File: src/rtl/configure.sv
// configure: SoC-wide timing and sizing constants shared by the UART blocks.
//   clks_per_bit   - bit period minus one, in clk_pll cycles
//   prefetch_depth - receive buffer depth (power of two)
package configure;
    localparam int unsigned clks_per_bit   = 433;
    localparam int unsigned prefetch_depth = 4;
endpackage

File: src/rtl/uart_rx_pkg.sv
// uart_rx_pkg: shared types and constants for the UART receiver.
//   uart_rx_state_t - receiver FSM states
//   uart_data_bits  - payload bits per frame
//   uart_half_bit   - clocks from start-edge detection to mid-start-bit
package uart_rx_pkg;
    typedef enum logic [2:0] {
        IDLE,
        START,
        DATA,
        STOP,
        BREAK
    } uart_rx_state_t;

    localparam int unsigned uart_data_bits = 8;
    localparam int unsigned uart_half_bit  = configure::clks_per_bit / 2;
endpackage

File: src/rtl/uart_rx_fifo.sv
// uart_rx_fifo: receive buffer FIFO (used when UART_RX_FIFO_EN is defined).
// Ports:
//   clock, reset     - clock, synchronous active-high reset
//   push, push_data  - write request and byte; accepted if not full, or
//                      if a pop happens in the same cycle
//   pop              - remove head entry (ignored when empty)
//   head             - entry at the read pointer (registered storage)
//   full, empty      - occupancy flags
// Pointers carry one extra wrap bit so full and empty can be told apart.
module uart_rx_fifo #(
    parameter int unsigned DEPTH = 4,
    parameter int unsigned WIDTH = 8
) (
    input  logic             clock,
    input  logic             reset,
    input  logic             push,
    input  logic [WIDTH-1:0] push_data,
    input  logic             pop,
    output logic [WIDTH-1:0] head,
    output logic             full,
    output logic             empty
);
    localparam int unsigned AW = $clog2(DEPTH);

    logic [AW:0]      wr_ptr;
    logic [AW:0]      rd_ptr;
    logic [WIDTH-1:0] mem [DEPTH];
    logic             do_pop;
    logic             do_push;

    assign empty   = (wr_ptr == rd_ptr);
    assign full    = (wr_ptr[AW] != rd_ptr[AW]) && (wr_ptr[AW-1:0] == rd_ptr[AW-1:0]);
    assign do_pop  = pop && !empty;
    assign do_push = push && (!full || do_pop);
    assign head    = mem[rd_ptr[AW-1:0]];

    always_ff @(posedge clock) begin
        if (reset) begin
            wr_ptr <= '0;
            rd_ptr <= '0;
            for (int unsigned i = 0; i < DEPTH; i++) begin
                mem[i] <= '0;
            end
        end else begin
            if (do_push) begin
                mem[wr_ptr[AW-1:0]] <= push_data;
                wr_ptr              <= wr_ptr + 1'b1;
            end
            if (do_pop) begin
                rd_ptr <= rd_ptr + 1'b1;
            end
        end
    end
endmodule

File: src/rtl/uart_rx.sv
// uart_rx: 8N1 UART receiver with valid/ready byte delivery.
// Ports:
//   clock     - clk_pll domain clock
//   reset     - synchronous, active-high
//   rx        - asynchronous serial input, idle high
//   rx_data   - byte at buffer head
//   rx_valid  - rx_data holds an unread byte
//   rx_ready  - consumer accepts head when rx_valid && rx_ready
//   frame_err - one-cycle pulse: stop bit sampled low
//   overrun   - one-cycle pulse: good byte dropped, buffer full
// Build option UART_RX_FIFO_EN: FIFO_DEPTH-entry FIFO buffer; otherwise a
// single holding register.
module uart_rx
    import uart_rx_pkg::*;
#(
    parameter int unsigned CLKS_PER_BIT = configure::clks_per_bit,
    parameter int unsigned FIFO_DEPTH   = configure::prefetch_depth
) (
    input  logic       clock,
    input  logic       reset,
    input  logic       rx,
    output logic [7:0] rx_data,
    output logic       rx_valid,
    input  logic       rx_ready,
    output logic       frame_err,
    output logic       overrun
);
    localparam int unsigned P  = CLKS_PER_BIT + 1;
    localparam int unsigned H  = CLKS_PER_BIT / 2;
    localparam int unsigned CW = $clog2(P);

    localparam logic [CW-1:0] H_LAST   = CW'(H - 1);
    localparam logic [CW-1:0] P_LAST   = CW'(P - 1);
    localparam logic [2:0]    LAST_BIT = 3'(uart_data_bits - 1);

    uart_rx_state_t state, state_next;
    logic [CW-1:0]  cnt, cnt_next;
    logic [2:0]     bit_idx, bit_next;
    logic [7:0]     shift, shift_next;
    logic           rx_meta, rx_s;
    logic           push_req, ferr_set;
    logic           pop, buf_full;

    // Synchronizer flops reset high so reset never looks like a start bit.
    always_ff @(posedge clock) begin
        if (reset) begin
            rx_meta <= 1'b1;
            rx_s    <= 1'b1;
        end else begin
            rx_meta <= rx;
            rx_s    <= rx_meta;
        end
    end

    always_ff @(posedge clock) begin
        if (reset) begin
            state   <= IDLE;
            cnt     <= '0;
            bit_idx <= '0;
            shift   <= '0;
        end else begin
            state   <= state_next;
            cnt     <= cnt_next;
            bit_idx <= bit_next;
            shift   <= shift_next;
        end
    end

    always_comb begin
        state_next = state;
        cnt_next   = cnt + CW'(1);
        bit_next   = bit_idx;
        shift_next = shift;
        push_req   = 1'b0;
        ferr_set   = 1'b0;
        case (state)
            IDLE: begin
                cnt_next = '0;
                if (!rx_s) state_next = START;
            end
            START: begin
                if (cnt == H_LAST) begin
                    cnt_next   = '0;
                    bit_next   = '0;
                    state_next = rx_s ? IDLE : DATA;
                end
            end
            DATA: begin
                if (cnt == P_LAST) begin
                    cnt_next   = '0;
                    shift_next = {rx_s, shift[7:1]};
                    if (bit_idx == LAST_BIT) state_next = STOP;
                    else                     bit_next   = bit_idx + 3'd1;
                end
            end
            STOP: begin
                if (cnt == P_LAST) begin
                    cnt_next = '0;
                    if (rx_s) begin
                        push_req   = 1'b1;
                        state_next = IDLE;
                    end else begin
                        ferr_set   = 1'b1;
                        state_next = BREAK;
                    end
                end
            end
            BREAK: begin
                cnt_next = '0;
                if (rx_s) state_next = IDLE;
            end
            default: state_next = IDLE;
        endcase
    end

    assign pop = rx_valid && rx_ready;

`ifdef UART_RX_FIFO_EN
    logic buf_empty;

    uart_rx_fifo #(
        .DEPTH(FIFO_DEPTH),
        .WIDTH(8)
    ) u_fifo (
        .clock    (clock),
        .reset    (reset),
        .push     (push_req),
        .push_data(shift),
        .pop      (pop),
        .head     (rx_data),
        .full     (buf_full),
        .empty    (buf_empty)
    );

    assign rx_valid = !buf_empty;
`else
    logic [7:0] hold;
    logic       hold_valid;

    always_ff @(posedge clock) begin
        if (reset) begin
            hold       <= '0;
            hold_valid <= 1'b0;
        end else if (push_req && (!hold_valid || pop)) begin
            hold       <= shift;
            hold_valid <= 1'b1;
        end else if (pop) begin
            hold_valid <= 1'b0;
        end
    end

    assign rx_data  = hold;
    assign rx_valid = hold_valid;
    assign buf_full = hold_valid;
`endif

    // A pop in the push cycle frees a slot, so only an un-popped full buffer overruns.
    always_ff @(posedge clock) begin
        if (reset) begin
            frame_err <= 1'b0;
            overrun   <= 1'b0;
        end else begin
            frame_err <= ferr_set;
            overrun   <= push_req && buf_full && !pop;
        end
    end
endmodule

File: config.mk
export PLATFORM = sky130hd
export DESIGN_NAME = uart_rx
export DESIGN_NICKNAME = d
export VERILOG_FILES = /design/src/rtl/configure.sv /design/src/rtl/uart_rx_pkg.sv /design/src/rtl/uart_rx_fifo.sv /design/src/rtl/uart_rx.sv
export SDC_FILE = /design/constraint.sdc
export NUM_CORES = 1
export LEC_CHECK = 0
export CORE_UTILIZATION = 35
export CTS_CLUSTER_DIAMETER = 40
export CTS_CLUSTER_SIZE = 8
export DETAILED_ROUTE_END_ITERATION = 8
export SLEW_MARGIN = 15
export SYNTH_ARGS = -nofsm -noshare
export SYNTH_HDL_FRONTEND = slang
export SYNTH_SLANG_ARGS = --single-unit
File: constraint.sdc
create_clock -name clock -period 3.03 [get_ports clock]
set_input_delay 0.303 -clock clock [delete_from_list [all_inputs] [get_ports clock]]
set_output_delay 0.303 -clock clock [all_outputs]
set_load 0.01 [all_outputs]
==> results of run 1 <==
## layout make-up
cell class / instances / area, um2
clock inverter: 2 / 35.0
sequential: 36 / 721
tap: 52 / 65.1
fill: 422 / 2490
timing repair buffer: 16 / 155
clock buffer: 6 / 72.6
inverter: 3 / 11.3
multi-input combinational: 118 / 803
## per-layer routing
metal	up-vias	track usage	wire length, um
li1	601	-	-
met1	533	0.180	1440
met2	21	0.196	1380
met3	9	0.0422	89
met4	0	0.0862	75
met5	-	0	0
## per-stage QoR
stage,utilization,area [um2]
final,0.428,1860
after global routing,0.428,1860
after CTS,0.428,1860
after detailed placement,0.403,1760
after global placement,0.403,1760
after floorplan,-,1580
## path summary, 6_finish.rpt
check	start	end	slack [ns]	cells after the start
worst max-delay path	cnt[0]$_SDFF_PP0_	rx_data[1]$_SDFFE_PP0P_	1.05	5
worst min-delay path	rx_meta$_SDFF_PP1_	rx_s$_SDFF_PP1_	0.43	1
worst max register to register	cnt[0]$_SDFF_PP0_	rx_data[1]$_SDFFE_PP0P_	1.05	5
worst min register to register	rx_meta$_SDFF_PP1_	rx_s$_SDFF_PP1_	0.43	1
## logic make-up after synthesis
kind of cell               share of synthesized area
AOI/OAI and AO/OA                             0.0616
xor gates and xnor gates                      0.0387
adders and majority gates                     0.0316
buffers and inverters                         0.0379
DFF                                            0.455
muxes                                          0.107
and+or+nand+nor                                0.268
## state kept, by name, indices dropped and copies added, names as in the netlist, 3 cells and up
| register | cells |
|---|---|
| state | 3 |
| shift | 8 |
| rx_data | 8 |
| bit_idx | 3 |
| cnt | 9 |
## critical path: stages (launching register included)
cell and delay [ns]:
dfxtp_1 0.38, ha_1 0.24, nand4bb_4 0.15, or4b_1 0.79
mux2i_1 0.24, nor2_1 0.06
## cells in the final DEF, fill, tap and decap left out, drive strengths merged, types with 3 or more instances in the layout
cell type,count
xor2,3
nand2b,6
nand2,5
nand3,9
nor2,36
ha,4
mux2i,17
clkbuf,6
inv,3
xnor2,4
dfxtp,36
nand4,3
clkdlybuf4s50,14
## where the power goes
| group | switching, mW | total (mW) | internal [mW] |
|---|---|---|---|
| registers | 0.0145 | 0.494 | 0.479 |
| clock network | 0.165 | 0.409 | 0.244 |
| logic | 0.0210 | 0.0418 | 0.0207 |
| total | 0.200 | 0.945 | 0.744 |
==> summary.json, run 1 <==
{
  "run_status": {"value": "completed"},
  "final_nets": {"value": 188},
  "syn-num-nets": {"value": 174},
  "post_cts.resized_instances": {"value": 0},
  "synthCells": {"value": 166},
  "synth.yosys.seq_area_share": {"value": 0.455},
  "share_of_synthesized_registers_carrying_an_async_set_or_reset": {"value": 0},
  "gr-usage-all-layers": {"value": 0.138},
  "synth_edf_count": {"value": 0},
  "num_io_pins": {"value": 15},
  "postSynth.topFlopCell": {"value": "dfxtp_1"},
  "critical_path_required": {"value": 3.20, "unit": "ns"},
  "synth_top_area_cell": {"value": "dfxtp_1"},
  "port_buffers": {"value": 14},
  "worstSetupEndpointType": {"value": "register"},
  "postCtsHoldBufs": {"value": 0},
  "antenna_left": {"value": 0},
  "total_routed_length": {"value": 2.98, "unit": "mm"},
  "yosysTopAreaCellShare": {"value": 0.455},
  "final_critical_path_setup_slack": {"value": 1.05, "unit": "ns"},
  "htreeDepth": {"value": 2},
  "first_global_vias": {"value": 1111},
  "p_leak": {"value": 0.675, "unit": "nW"},
  "yosysWarningCount": {"value": 0},
  "detailedRoute.firstPassIterationCount": {"value": 4},
  "timing.max_slew.rel_slack": {"value": 0.570},
  "ctsRootBufferMaster": {"value": "clkbuf_8"},
  "report.power.total": {"value": 945, "unit": "uW"},
  "cts_tree": {"value": "built"},
  "route.vias.total": {"value": 1164},
  "synth_commonest_cells": {"value": "dfxtp_1 (36), nor2_1 (36), mux2i_1 (17)"},
  "crit_path_max_fanout": {"value": 8},
  "cellPowerDensity": {"value": 507, "unit": "mW/mm2"},
  "rows": {"value": 24},
  "finalHoldViolations": {"value": 0},
  "synth.ff_latch_count": {"value": 36},
  "tns": {"value": 0, "unit": "ns"},
  "antenna_violations_before_repair": {"value": 0},
  "cts_post_setup_buffers_inserted": {"value": 0},
  "setup_violations": {"value": 0},
  "floorplan.initialDensity": {"value": 0.364},
  "start_kind": {"value": "register"},
  "drcViolationCount": {"value": 0},
  "worst_setup_hold_path_clk_slew": {"value": 0.07, "unit": "ns"},
  "fmax": {"value": 506, "unit": "MHz"},
  "area_growth": {"value": 17.6, "unit": "%"},
  "place.detailed.instances": {"value": 225},
  "ranking_of_synthesized_cells_by_area": {"value": "dfxtp_1 (45%), mux2i_1 (11%), nor2_1 (8.5%)"},
  "synthesis.area": {"value": 0.00158, "unit": "mm2"},
  "finish.cell_count_without_fillers": {"value": 233},
  "setup.worst_path.class": {"value": "register to register"},
  "detail_route.wl_per_cell": {"value": 12.8, "unit": "um"},
  "grt_first_pass_wirelength": {"value": 5.20, "unit": "mm"},
  "grt_start_max_net_pins": {"value": 31},
  "place_ws": {"value": 1.03, "unit": "ns"},
  "skew_pair_late_insertion_delay": {"value": 0.28, "unit": "ns"},
  "design.die.area": {"value": 0.00480, "unit": "mm2"},
  "cts_buffer_depth": {"value": 2},
  "grt_overflow_total": {"value": 0},
  "post_route_clock_period_utilization": {"value": 0.652},
  "post_synth.cell_area_avg": {"value": 9.54, "unit": "um2"},
  "core_region_area": {"value": 0.00435, "unit": "mm2"},
  "hpwlAfterDp": {"value": 2.07, "unit": "mm"},
  "die_height": {"value": 69.3, "unit": "um"},
  "insertedDiodeCount": {"value": 0},
  "timing_worst_slew_pin_value": {"value": 0.644, "unit": "ns"},
  "grt_setup_unrepaired": {"value": "no"},
  "worstPathArrival": {"value": 2.14, "unit": "ns"},
  "drive_above_1_share": {"value": 0.0884},
  "avgViaCountPerCell": {"value": 5.00},
  "timing.max_cap.violations": {"value": 0},
  "clock_sinks": {"value": 36},
  "timing.clock.skew": {"value": 0.00369, "unit": "ns"},
  "finalCriticalPeriod": {"value": 1.98, "unit": "ns"},
  "timing.hold.ws": {"value": 0.428, "unit": "ns"},
  "dr.first_iter.drc_count": {"value": 107},
  "final_max_slew_viol_count": {"value": 0},
  "tritoncts.num_buffers": {"value": 5},
  "gp_congestion": {"value": 0.798},
  "die_x": {"value": 69.3, "unit": "um"},
  "synthDistinctLibCells": {"value": 37},
  "worstHoldPathType": {"value": "register to register"},
  "ir_worst_vdd": {"value": 248, "unit": "uV"}
}
No activity file was read; power rests on OpenSTA's default activity.
==> run 2, diff against run 1 <==
==> constraint.sdc (replaced) <==
create_clock -name clock -period 1.7 [get_ports clock]
set_input_delay 0.17 -clock clock [delete_from_list [all_inputs] [get_ports clock]]
set_output_delay 0.17 -clock clock [all_outputs]
set_load 0.01 [all_outputs]
==> run 2 against run 1 <==
  * Clock skew hardly changed
  * First-iteration DRC count rose by 18%
  * Global-route usage grew 1.1 points
  * Register-to-register slack lost 0.98 ns
==> summary.json, run 2 (synthesis gave the netlist of run 1 again) <==
{
  "run_status": {"value": "completed", "change": "unchanged"},
  "cpMaxStageDelayCell": {"value": "dfxtp_1", "change": "was or4b_1"},
  "ctsRootBufferMaster": {"value": "clkbuf_8", "change": "unchanged"},
  "grt_setup_unrepaired": {"value": "no", "change": "unchanged"},
  "finalCriticalPeriod": {"value": 1.62, "unit": "ns", "change": "was 1.98 ns"},
  "r2r-start": {"value": "cnt[1]$_SDFF_PP0_", "change": "was cnt[0]$_SDFF_PP0_"},
  "min_delay_worst_endpoint": {"value": "rx_s$_SDFF_PP1_", "change": "unchanged"},
  "grt_first_pass_wirelength": {"value": 5.76, "unit": "mm", "change": "was 5.20 mm"},
  "final_max_slew_viol_count": {"value": 0, "change": "unchanged"},
  "rows": {"value": 24, "change": "unchanged"},
  "clock_sinks": {"value": 36, "change": "unchanged"},
  "fmax": {"value": 616, "unit": "MHz", "change": "was 506 MHz"},
  "grt_overflow_total": {"value": 0, "change": "unchanged"},
  "die_x": {"value": 69.3, "unit": "um", "change": "unchanged"},
  "grt_start_max_net_pins": {"value": 27, "change": "was 31"},
  "p_leak": {"value": 0.793, "unit": "nW", "change": "was 0.675 nW"},
  "antenna_violations_before_repair": {"value": 0, "change": "unchanged"},
  "die_height": {"value": 69.3, "unit": "um", "change": "unchanged"},
  "route.vias.total": {"value": 1268, "change": "was 1164"},
  "seq_power_share": {"value": 0.541, "change": "was 0.523"},
  "worstSetupEndpointType": {"value": "register", "change": "unchanged"},
  "worstHoldPathType": {"value": "register to register", "change": "unchanged"},
  "design.die.area": {"value": 0.00480, "unit": "mm2", "change": "unchanged"},
  "drcViolationCount": {"value": 0, "change": "unchanged"},
  "dr.first_iter.drc_count": {"value": 126, "change": "was 107"},
  "place_ws": {"value": -0.0531, "unit": "ns", "change": "was 1.03 ns"},
  "final_nets": {"value": 210, "change": "was 188"},
  "reg2reg_depth": {"value": 8, "change": "was 5"},
  "p_switching": {"value": 387, "unit": "uW", "change": "was 200 uW"},
  "worst-r2r-setup-slack": {"value": 0.08, "unit": "ns", "change": "was 1.05 ns"},
  "crit_path_max_fanout": {"value": 5, "change": "was 8"},
  "cts_buffer_depth": {"value": 2, "change": "unchanged"},
  "highest_count_cells_in_the_layout_ignoring_fill_and_taps": {"value": "nor2_1 (36), dfxtp_1 (34), buf_4 (21), mux2i_1 (15), clkdlybuf4s50_1 (14)", "change": "was nor2_1 (36), dfxtp_1 (36), mux2i_1 (17), clkdlybuf4s50_1 (14), nand3_1 (9)"},
  "antenna_left": {"value": 0, "change": "unchanged"},
  "tritoncts.num_buffers": {"value": 5, "change": "unchanged"},
  "worstHoldStart": {"value": "rx_meta$_SDFF_PP1_", "change": "unchanged"},
  "setup_violations": {"value": 0, "change": "unchanged"},
  "finalHoldViolations": {"value": 0, "change": "unchanged"},
  "worstPathArrival": {"value": 1.80, "unit": "ns", "change": "was 2.14 ns"},
  "layout.cells.most_common": {"value": "nor2_1"},
  "p_clk_frac": {"value": 0.377, "change": "was 0.433"},
  "p_int": {"value": 1.20, "unit": "mW", "change": "was 744 uW"},
  "largest_reg_flops": {"value": 9, "change": "unchanged"},
  "drive_above_1_share": {"value": 0.241, "change": "was 0.0884"},
  "num_io_pins": {"value": 15, "change": "unchanged"},
  "first_global_vias": {"value": 1229, "change": "was 1111"},
  "critical_path_required": {"value": 1.87, "unit": "ns", "change": "was 3.20 ns"},
  "timing.clock.skew": {"value": 0.00360, "unit": "ns", "change": "was 0.00369 ns"},
  "ir_worst_vdd": {"value": 534, "unit": "uV", "change": "was 248 uV"},
  "gr-usage-all-layers": {"value": 0.149, "change": "was 0.138"},
  "power.share.switching": {"value": 0.243, "change": "was 0.212"},
  "path_cells": {"value": "inv_2 -> ha_4 -> nand4bb_4 -> buf_4 -> nor4_4 -> buf_2 -> mux2i_1 -> nor2_1", "change": "was ha_1 -> nand4bb_4 -> or4b_1 -> mux2i_1 -> nor2_1"},
  "total_routed_length": {"value": 3.36, "unit": "mm", "change": "was 2.98 mm"},
  "cp_num_buf_inv": {"value": 3, "change": "was 0"},
  "hpwlAfterDp": {"value": 2.39, "unit": "mm", "change": "was 2.07 mm"},
  "routedLengthMet1": {"value": 1.57, "unit": "mm", "change": "was 1.44 mm"},
  "worst_setup_hold_path_clk_slew": {"value": 0.07, "unit": "ns", "change": "about the same"},
  "area_growth": {"value": 31.3, "unit": "%", "change": "was 17.6%"},
  "detailedRoute.firstPassIterationCount": {"value": 4, "change": "unchanged"},
  "floorplan.initialDensity": {"value": 0.364, "change": "unchanged"},
  "timing.hold.worst_path_depth": {"value": 1, "change": "unchanged"},
  "met3_length": {"value": 85, "unit": "um", "change": "was 89 um"},
  "wl_met2": {"value": 1.65, "unit": "mm", "change": "was 1.38 mm"},
  "htreeDepth": {"value": 2, "change": "unchanged"},
  "start_kind": {"value": "register", "change": "unchanged"},
  "delay_heaviest_family_cp": {"value": "buffers and inverters", "change": "was simple AND/OR/NAND/NOR gates"},
  "most_flop_heavy_register": {"value": "cnt", "change": "unchanged"},
  "insertedDiodeCount": {"value": 0, "change": "unchanged"},
  "power.combinational.fraction": {"value": 0.082, "change": "was 0.044"},
  "avgViaCountPerCell": {"value": 4.97, "change": "was 5.00"},
  "finish.cell_count_without_fillers": {"value": 255, "change": "was 233"},
  "gp_congestion": {"value": 0.862, "change": "was 0.798"},
  "timing_worst_slew_pin_value": {"value": 0.266, "unit": "ns", "change": "was 0.644 ns"},
  "detail_route.wl_per_cell": {"value": 13.2, "unit": "um", "change": "was 12.8 um"},
  "place.detailed.instances": {"value": 245, "change": "was 225"},
  "skew_pair_late_insertion_delay": {"value": 0.29, "unit": "ns", "change": "was 0.28 ns"},
  "topRoutingLayerUsed": {"value": "met4", "change": "unchanged"},
  "final_critical_path_setup_slack": {"value": 0.0764, "unit": "ns", "change": "was 1.05 ns"},
  "cts_tree": {"value": "built", "change": "unchanged"},
  "port_buffers": {"value": 14, "change": "unchanged"},
  "timing.max_cap.violations": {"value": 0, "change": "unchanged"},
  "core_region_area": {"value": 0.00435, "unit": "mm2", "change": "unchanged"},
  "timing.max_slew.rel_slack": {"value": 0.822, "change": "was 0.570"},
  "cellPowerDensity": {"value": 765, "unit": "mW/mm2", "change": "was 507 mW/mm2"},
  "delay_of_the_slowest_cell_on_the_worst_path": {"value": 0.32, "unit": "ns", "change": "was 0.79 ns"},
  "layout.core_utilization": {"value": 0.478, "change": "was 0.428"},
  "post_route_clock_period_utilization": {"value": 0.955, "change": "was 0.652"},
  "critical_path.reg2reg.endpoint": {"value": "shift[4]$_SDFFE_PP0P_", "change": "was rx_data[1]$_SDFFE_PP0P_"},
  "setup.worst_path.class": {"value": "register to register", "change": "unchanged"}
}
-- run 2: repair_timing --
action | 4_1_cts | 5_1_grt
pin swaps | 1 | 2
cloned | 0 | 1
endpoints found under the setup margin | 21 | 20
hold buffers | 0 | 0
resized for setup | 7 | 10
setup buffers | 0 | 2
-- run 2: worst max path at each step --
stage | endpoint | cells past startpoint | from
3_5_place_dp | cnt[2]$_SDFF_PP0_ | 4 | cnt[6]$_SDFF_PP0_
2_1_floorplan | rx_data[6]$_SDFFE_PP0P_ | 6 | cnt[0]$_SDFF_PP0_
3_3_place_gp | cnt[2]$_SDFF_PP0_ | 4 | cnt[6]$_SDFF_PP0_
5_1_grt | bit_idx[1]$_SDFFE_PP0P_ | 7 | cnt[0]$_SDFF_PP0_
4_1_cts | shift[6]$_SDFFE_PP0P_ | 8 | cnt[1]$_SDFF_PP0_
6_report | shift[4]$_SDFFE_PP0P_ | 8 | cnt[1]$_SDFF_PP0_
-- run 2: layout make-up --
| type | count | area [um2] |
|---|---|---|
| clock buffer | 5 | 68.8 |
| tap | 52 | 65.1 |
| inverter | 3 | 11.3 |
| fill | 402 | 2270 |
| clock inverter | 3 | 18.8 |
| multi-input combinational | 118 | 858 |
| sequential | 36 | 723 |
| timing repair buffer | 38 | 334 |
-- run 2: worst reg2reg max path: stages (launching register included) --
cell and delay (ns):
dfxtp_1 0.32, inv_2 0.06, ha_4 0.13, nand4bb_4 0.11, buf_4 0.16, nor4_4 0.25, buf_2 0.23, mux2i_1 0.19
nor2_1 0.05
-- run 2: power groups by stage --
stage          Combinational (mW)  Clock (mW)  Sequential [mW]
2_1_floorplan              0.0687           0            0.884
3_3_place_gp                0.108           0            0.878
3_5_place_dp                0.109           0            0.879
4_1_cts                     0.116       0.617            0.861
5_1_grt                     0.142       0.656            0.863
6_report                    0.130       0.600            0.861
-- run 2: routing by layer --
metal | GRT usage | up-vias
met5 | 0 | -
met3 | 0.0407 | 5
met4 | 0.0544 | 0
met1 | 0.189 | 600
li1 | - | 649
met2 | 0.241 | 14
-- run 2: per-stage QoR --
| stage | TNS, ns | hold WS (ns) | total power, mW | area [um2] |
|---|---|---|---|---|
| after floorplan | 0 | 0.274 | 0.952 | 1580 |
| after global placement | -0.167 | 0.404 | 0.987 | 1910 |
| after detailed placement | -0.454 | 0.406 | 0.988 | 1910 |
| after CTS | 0 | 0.427 | 1.59 | 2030 |
| after global routing | 0 | 0.449 | 1.66 | 2080 |
| final | 0 | 0.419 | 1.59 | 2080 |
==> run 3, diff against run 2 <==
--- a/config.mk
+++ b/config.mk
@@ -9,7 +9,8 @@
 export CTS_CLUSTER_DIAMETER = 40
 export CTS_CLUSTER_SIZE = 8
 export DETAILED_ROUTE_END_ITERATION = 8
-export SLEW_MARGIN = 15
+export HOLD_SLACK_MARGIN = 0.08
+export SLEW_MARGIN = 20
 export SYNTH_ARGS = -nofsm -noshare
 export SYNTH_HDL_FRONTEND = slang
 export SYNTH_SLANG_ARGS = --single-unit
==> results of run 3 <==
Final layout, timing and power as in run 2 (identical DEF).
==> edit 1 (flow settings as in run 3) <==
Add an input register stage for `rx`, without a reset; this delays it by one clock. The other inputs are not delayed to match.
--- a/src/rtl/uart_rx.sv
+++ b/src/rtl/uart_rx.sv
@@ -33,6 +33,12 @@
     localparam logic [CW-1:0] P_LAST   = CW'(P - 1);
     localparam logic [2:0]    LAST_BIT = 3'(uart_data_bits - 1);
 
+    logic rx_q;
+
+    always_ff @(posedge clock) begin
+        rx_q <= rx;
+    end
+
     uart_rx_state_t state, state_next;
     logic [CW-1:0]  cnt, cnt_next;
     logic [2:0]     bit_idx, bit_next;
@@ -47,7 +53,7 @@
             rx_meta <= 1'b1;
             rx_s    <= 1'b1;
         end else begin
-            rx_meta <= rx;
+            rx_meta <= rx_q;
             rx_s    <= rx_meta;
         end
     end
Behaviour: same outputs for any inputs over 10 cycles, from zero or initial values and one cycle with reset high; that may be too few to reach the edited logic, so the function may still have changed.
==> edit 1 against run 3 <==
- the flow now finishes with violations (setup timing)
- design area fell by 0.48%
- worst setup slack got worse by 0.12 ns
- maximum frequency fell by 6.8%
- sequential cell count rose by 1
- non-clock buffer count rose by 1
- power rose by 9.2%
- wire length fell by 5.8%
- area after synthesis fell by 4.6%
- critical path type unchanged
- critical endpoint is now bit_idx[0]
- largest power group unchanged
==> edit 1: results (changes against run 3) <==
----------------------------------------------------
[Global routing]
  Gr usage total ... 0.147 (was 0.149)
  Via count of the first global-routing pass ... 1130 (was 1229)
  Global-route wire length before repair ... 4.89 mm (was 5.76 mm)

[Setup path]
  Critical path origin ... state[2] (was cnt[1])
  Capture instance of the worst register-to-register path ... bit_idx[0] (was shift[4])
  Cell count of the worst reg-to-reg path ... 5 (was 8)
  Standard cell with the maximum stage delay on the critical path ... sky130_fd_sc_hd__or3b_4 (was sky130_fd_sc_hd__dfxtp_1)

[Place]
  Worst setup timing slack at the placement stage ... -0.0942 ns (was -0.0531 ns)
  DP Area ... 1860 um2 (was 1910 um2)
  Placed Cells ... 236 (was 245)

[Cells and area]
  Fillcell total ... 370 (was 402)
  Layout net count ... 205 (was 210)

[Worst hold path]
  End of the worst hold path ... rx_q (was rx_s)
  Launch instance of the worst min-delay path ... rx (was rx_meta)

[Synthesis]
  Cell variety after synth ... 38 (was 37)
  Post-Syn Nets ... 164 (was 174)
  Adder-cell area share of the yosys netlist ... 0.0331 (was 0.0316)
  Multiplexer share of the synthesized area ... 0.106 (was 0.107)

[STA]
  Number of failing setup endpoints in the final timing report ... 2 (was 0)
  Worst clock skew ... 0.00521 ns (was 0.00360 ns)
  Final Worst Setup Slack ... -0.0411 ns (was 0.0764 ns)

[Pwr]
  Logic gate share of total power ... 0.126 (was 0.082)
  Share of power burned in registers ... 0.516 (was 0.541)
  Worst voltage drop across the vdd grid ... 493 uV (was 534 uV)
  Leakage dissipation ... 0.834 nW (was 0.793 nW)
  Combinational Power ... 0.000219 W (was 0.000130 W)

[Route]
  Routed vias ... 1210 (was 1268)
  Routed wl met3 ... 103 um (was 85 um)
  DRC marker count from the first detailed-route iteration ... 33 (was 126)
  Detailed-routing wirelength on met1 ... 1.43 mm (was 1.57 mm)
  Total Wirelength ... 3.17 mm (was 3.36 mm)
  Via-per-instance ratio ... 4.90 (was 4.97)
  WL met2 ... 1.57 mm (was 1.65 mm)

[CTS]
  Post-CTS setup buffers ... 3 (was 0)

[Outcome]
  Status ... complete, but fails checks (was complete, no violations)
  Violated checks ... setup timing

----------------------------------------------------
-- edit 1: cell count changes after synthesis, moves of 3 or more --
cell                       change
sky130_fd_sc_hd__clkbuf_1      -3
sky130_fd_sc_hd__nand2b_1      -5
sky130_fd_sc_hd__nand3_1       -4
sky130_fd_sc_hd__nor2_1        -8
sky130_fd_sc_hd__nor2b_1       +3
sky130_fd_sc_hd__o21a_1        +3
sky130_fd_sc_hd__or3_1         +3
-- edit 1: cell type report --
class                           count  area [um2]  area share
Multi-Input combinational cell    113         815       0.394
Sequential cell                    37         751       0.363
Timing Repair Buffer               39         348       0.168
Clock buffer                        6        82.6      0.0399
Tap cell                           50        62.6      0.0302
Clock inverter                      1        7.51     0.00363
Inverter                            1        3.75     0.00181
-- edit 1: routing by layer --
metal,track usage,vias to the layer above
met5,0,-
met4,0.0718,0
met3,0.0507,6
met2,0.243,20
met1,0.168,574
li1,-,610
==> edit 2 (flow settings as in run 3) <==
Made on the original files. The option `UART_RX_FIFO_EN` is turned on by a define.
--- a/src/rtl/uart_rx.sv
+++ b/src/rtl/uart_rx.sv
@@ -10,6 +10,8 @@
 //   overrun   - one-cycle pulse: good byte dropped, buffer full
 // Build option UART_RX_FIFO_EN: FIFO_DEPTH-entry FIFO buffer; otherwise a
 // single holding register.
+`define UART_RX_FIFO_EN
+
 module uart_rx
     import uart_rx_pkg::*;
 #(
Function: same outputs for any inputs over 10 cycles, from zero or initial values and one cycle with reset high; that may be too few to reach the edited logic, so the function may still have changed.
==> edit 2 against run 3 <==
- the run now ends with setup timing left
- non-clock buffer count rose by 27
- power rose by 110%
- global-route usage rose by 1.1 points
- combinational power rose by 27%
- wire length rose by 85%
- clock power rose by 130%
- worst setup slack got worse by 0.18 ns
- critical path depth fell by 4
- sequential cell count rose by 31
- area after synthesis rose by 94%
- design area rose by 100%
- critical path type unchanged
- largest cell class is now flip-flops and latches
- highest routed layer unchanged
==> edit 2: results (changes against run 3) <==
----------------------------------------------------
[Outcome]
  Status ... complete, but fails checks (was complete, no violations)
  Violated checks ... setup timing

[Setup path]
  Arrival time worst endpoint ... 1.87 ns (was 1.80 ns)
  Cell count of the worst reg-to-reg path ... 4 (was 8)
  Peak fanout along the critical path ... 8 (was 5)
  Capture instance of the worst register-to-register path ... u_fifo.mem[0][7] (was shift[4])
  Delay contributed by the slowest stage of the critical path ... 0.50 ns (was 0.32 ns)

[Global routing]
  Via count of the first global-routing pass ... 2217 (was 1229)
  Largest net degree at the start of global routing ... 15 (was 27)

[STA]
  Final Worst Setup Slack ... -0.107 ns (was 0.0764 ns)
  Worst clock skew ... 0.0103 ns (was 0.00360 ns)
  Max-slew headroom ... 0.678 (was 0.822)
  Number of failing setup endpoints in the final timing report ... 80 (was 0)

[Route]
  Routed vias ... 2101 (was 1268)
  Total Wirelength ... 6.24 mm (was 3.36 mm)

[Place]
  Placed wire-length estimate ... 4.19 mm (was 2.39 mm)
  Gpl congestion ... 0.807 (was 0.862)
  Placed Cells ... 407 (was 245)

[Synthesis]
  Post-Syn Nets ... 267 (was 174)
  Fraction of the mapped netlist area in compound gates ... 0.0614 (was 0.0616)
  Cell variety after synth ... 43 (was 37)
  Most frequent cells after synthesis ... sky130_fd_sc_hd__dfxtp_1 (35), sky130_fd_sc_hd__and2_1 (32), sky130_fd_sc_hd__edfxtp_1 (32) (was sky130_fd_sc_hd__dfxtp_1 (36), sky130_fd_sc_hd__nor2_1 (36), sky130_fd_sc_hd__mux2i_1 (17))
  Multiplexer share of the synthesized area ... 0.107 (about the same)

[Cells and area]
  Count of multi-input gates ... 172 (was 118)
  Fillcell total ... 742 (was 402)
  Sequential Area ... 1680 um2 (was 723 um2)
  Footprint of the multi-input gates ... 1590 um2 (was 858 um2)
  Number of signal-net buffers in the layout ... 65 (was 38)
  Layout net count ... 332 (was 210)

[Worst hold path]
  Worst hold stages ... 2 (was 1)
  Launch instance of the worst min-delay path ... rx (was rx_meta)
  Classification of the worst-slack hold path ... input port to register (was register to register)
  End of the worst hold path ... rx_meta (was rx_s)

[Pwr]
  Leakage dissipation ... 1.62 nW (was 0.793 nW)
  Worst voltage drop across the vdd grid ... 360 uV (was 534 uV)

----------------------------------------------------
==> edit 2: cell count changes after synthesis, sizes merged, moves of 5 or more <==
cell,change
nor2b,+5
edfxtp,+32
nand2,+7
nor2,-12
mux4,+8
xor2,+6
and2,+32
o41ai,+6
==> edit 2: stage by stage <==
| step | setup slack, ns | total power, W | util | hold WS, ns | instance area [um2] |
|---|---|---|---|---|---|
| 2_1_floorplan | -0.337 | 0.00184 | - | 0.274 | 3210 |
| 3_3_place_gp | -0.178 | 0.00191 | 0.450 | 0.393 | 3770 |
| 3_5_place_dp | -0.208 | 0.00191 | 0.450 | 0.397 | 3770 |
| 4_1_cts | -0.135 | 0.00331 | 0.496 | 0.368 | 4160 |
| 5_1_grt | -0.192 | 0.00340 | 0.506 | 0.392 | 4240 |
| 6_report | -0.107 | 0.00327 | 0.506 | 0.383 | 4240 |
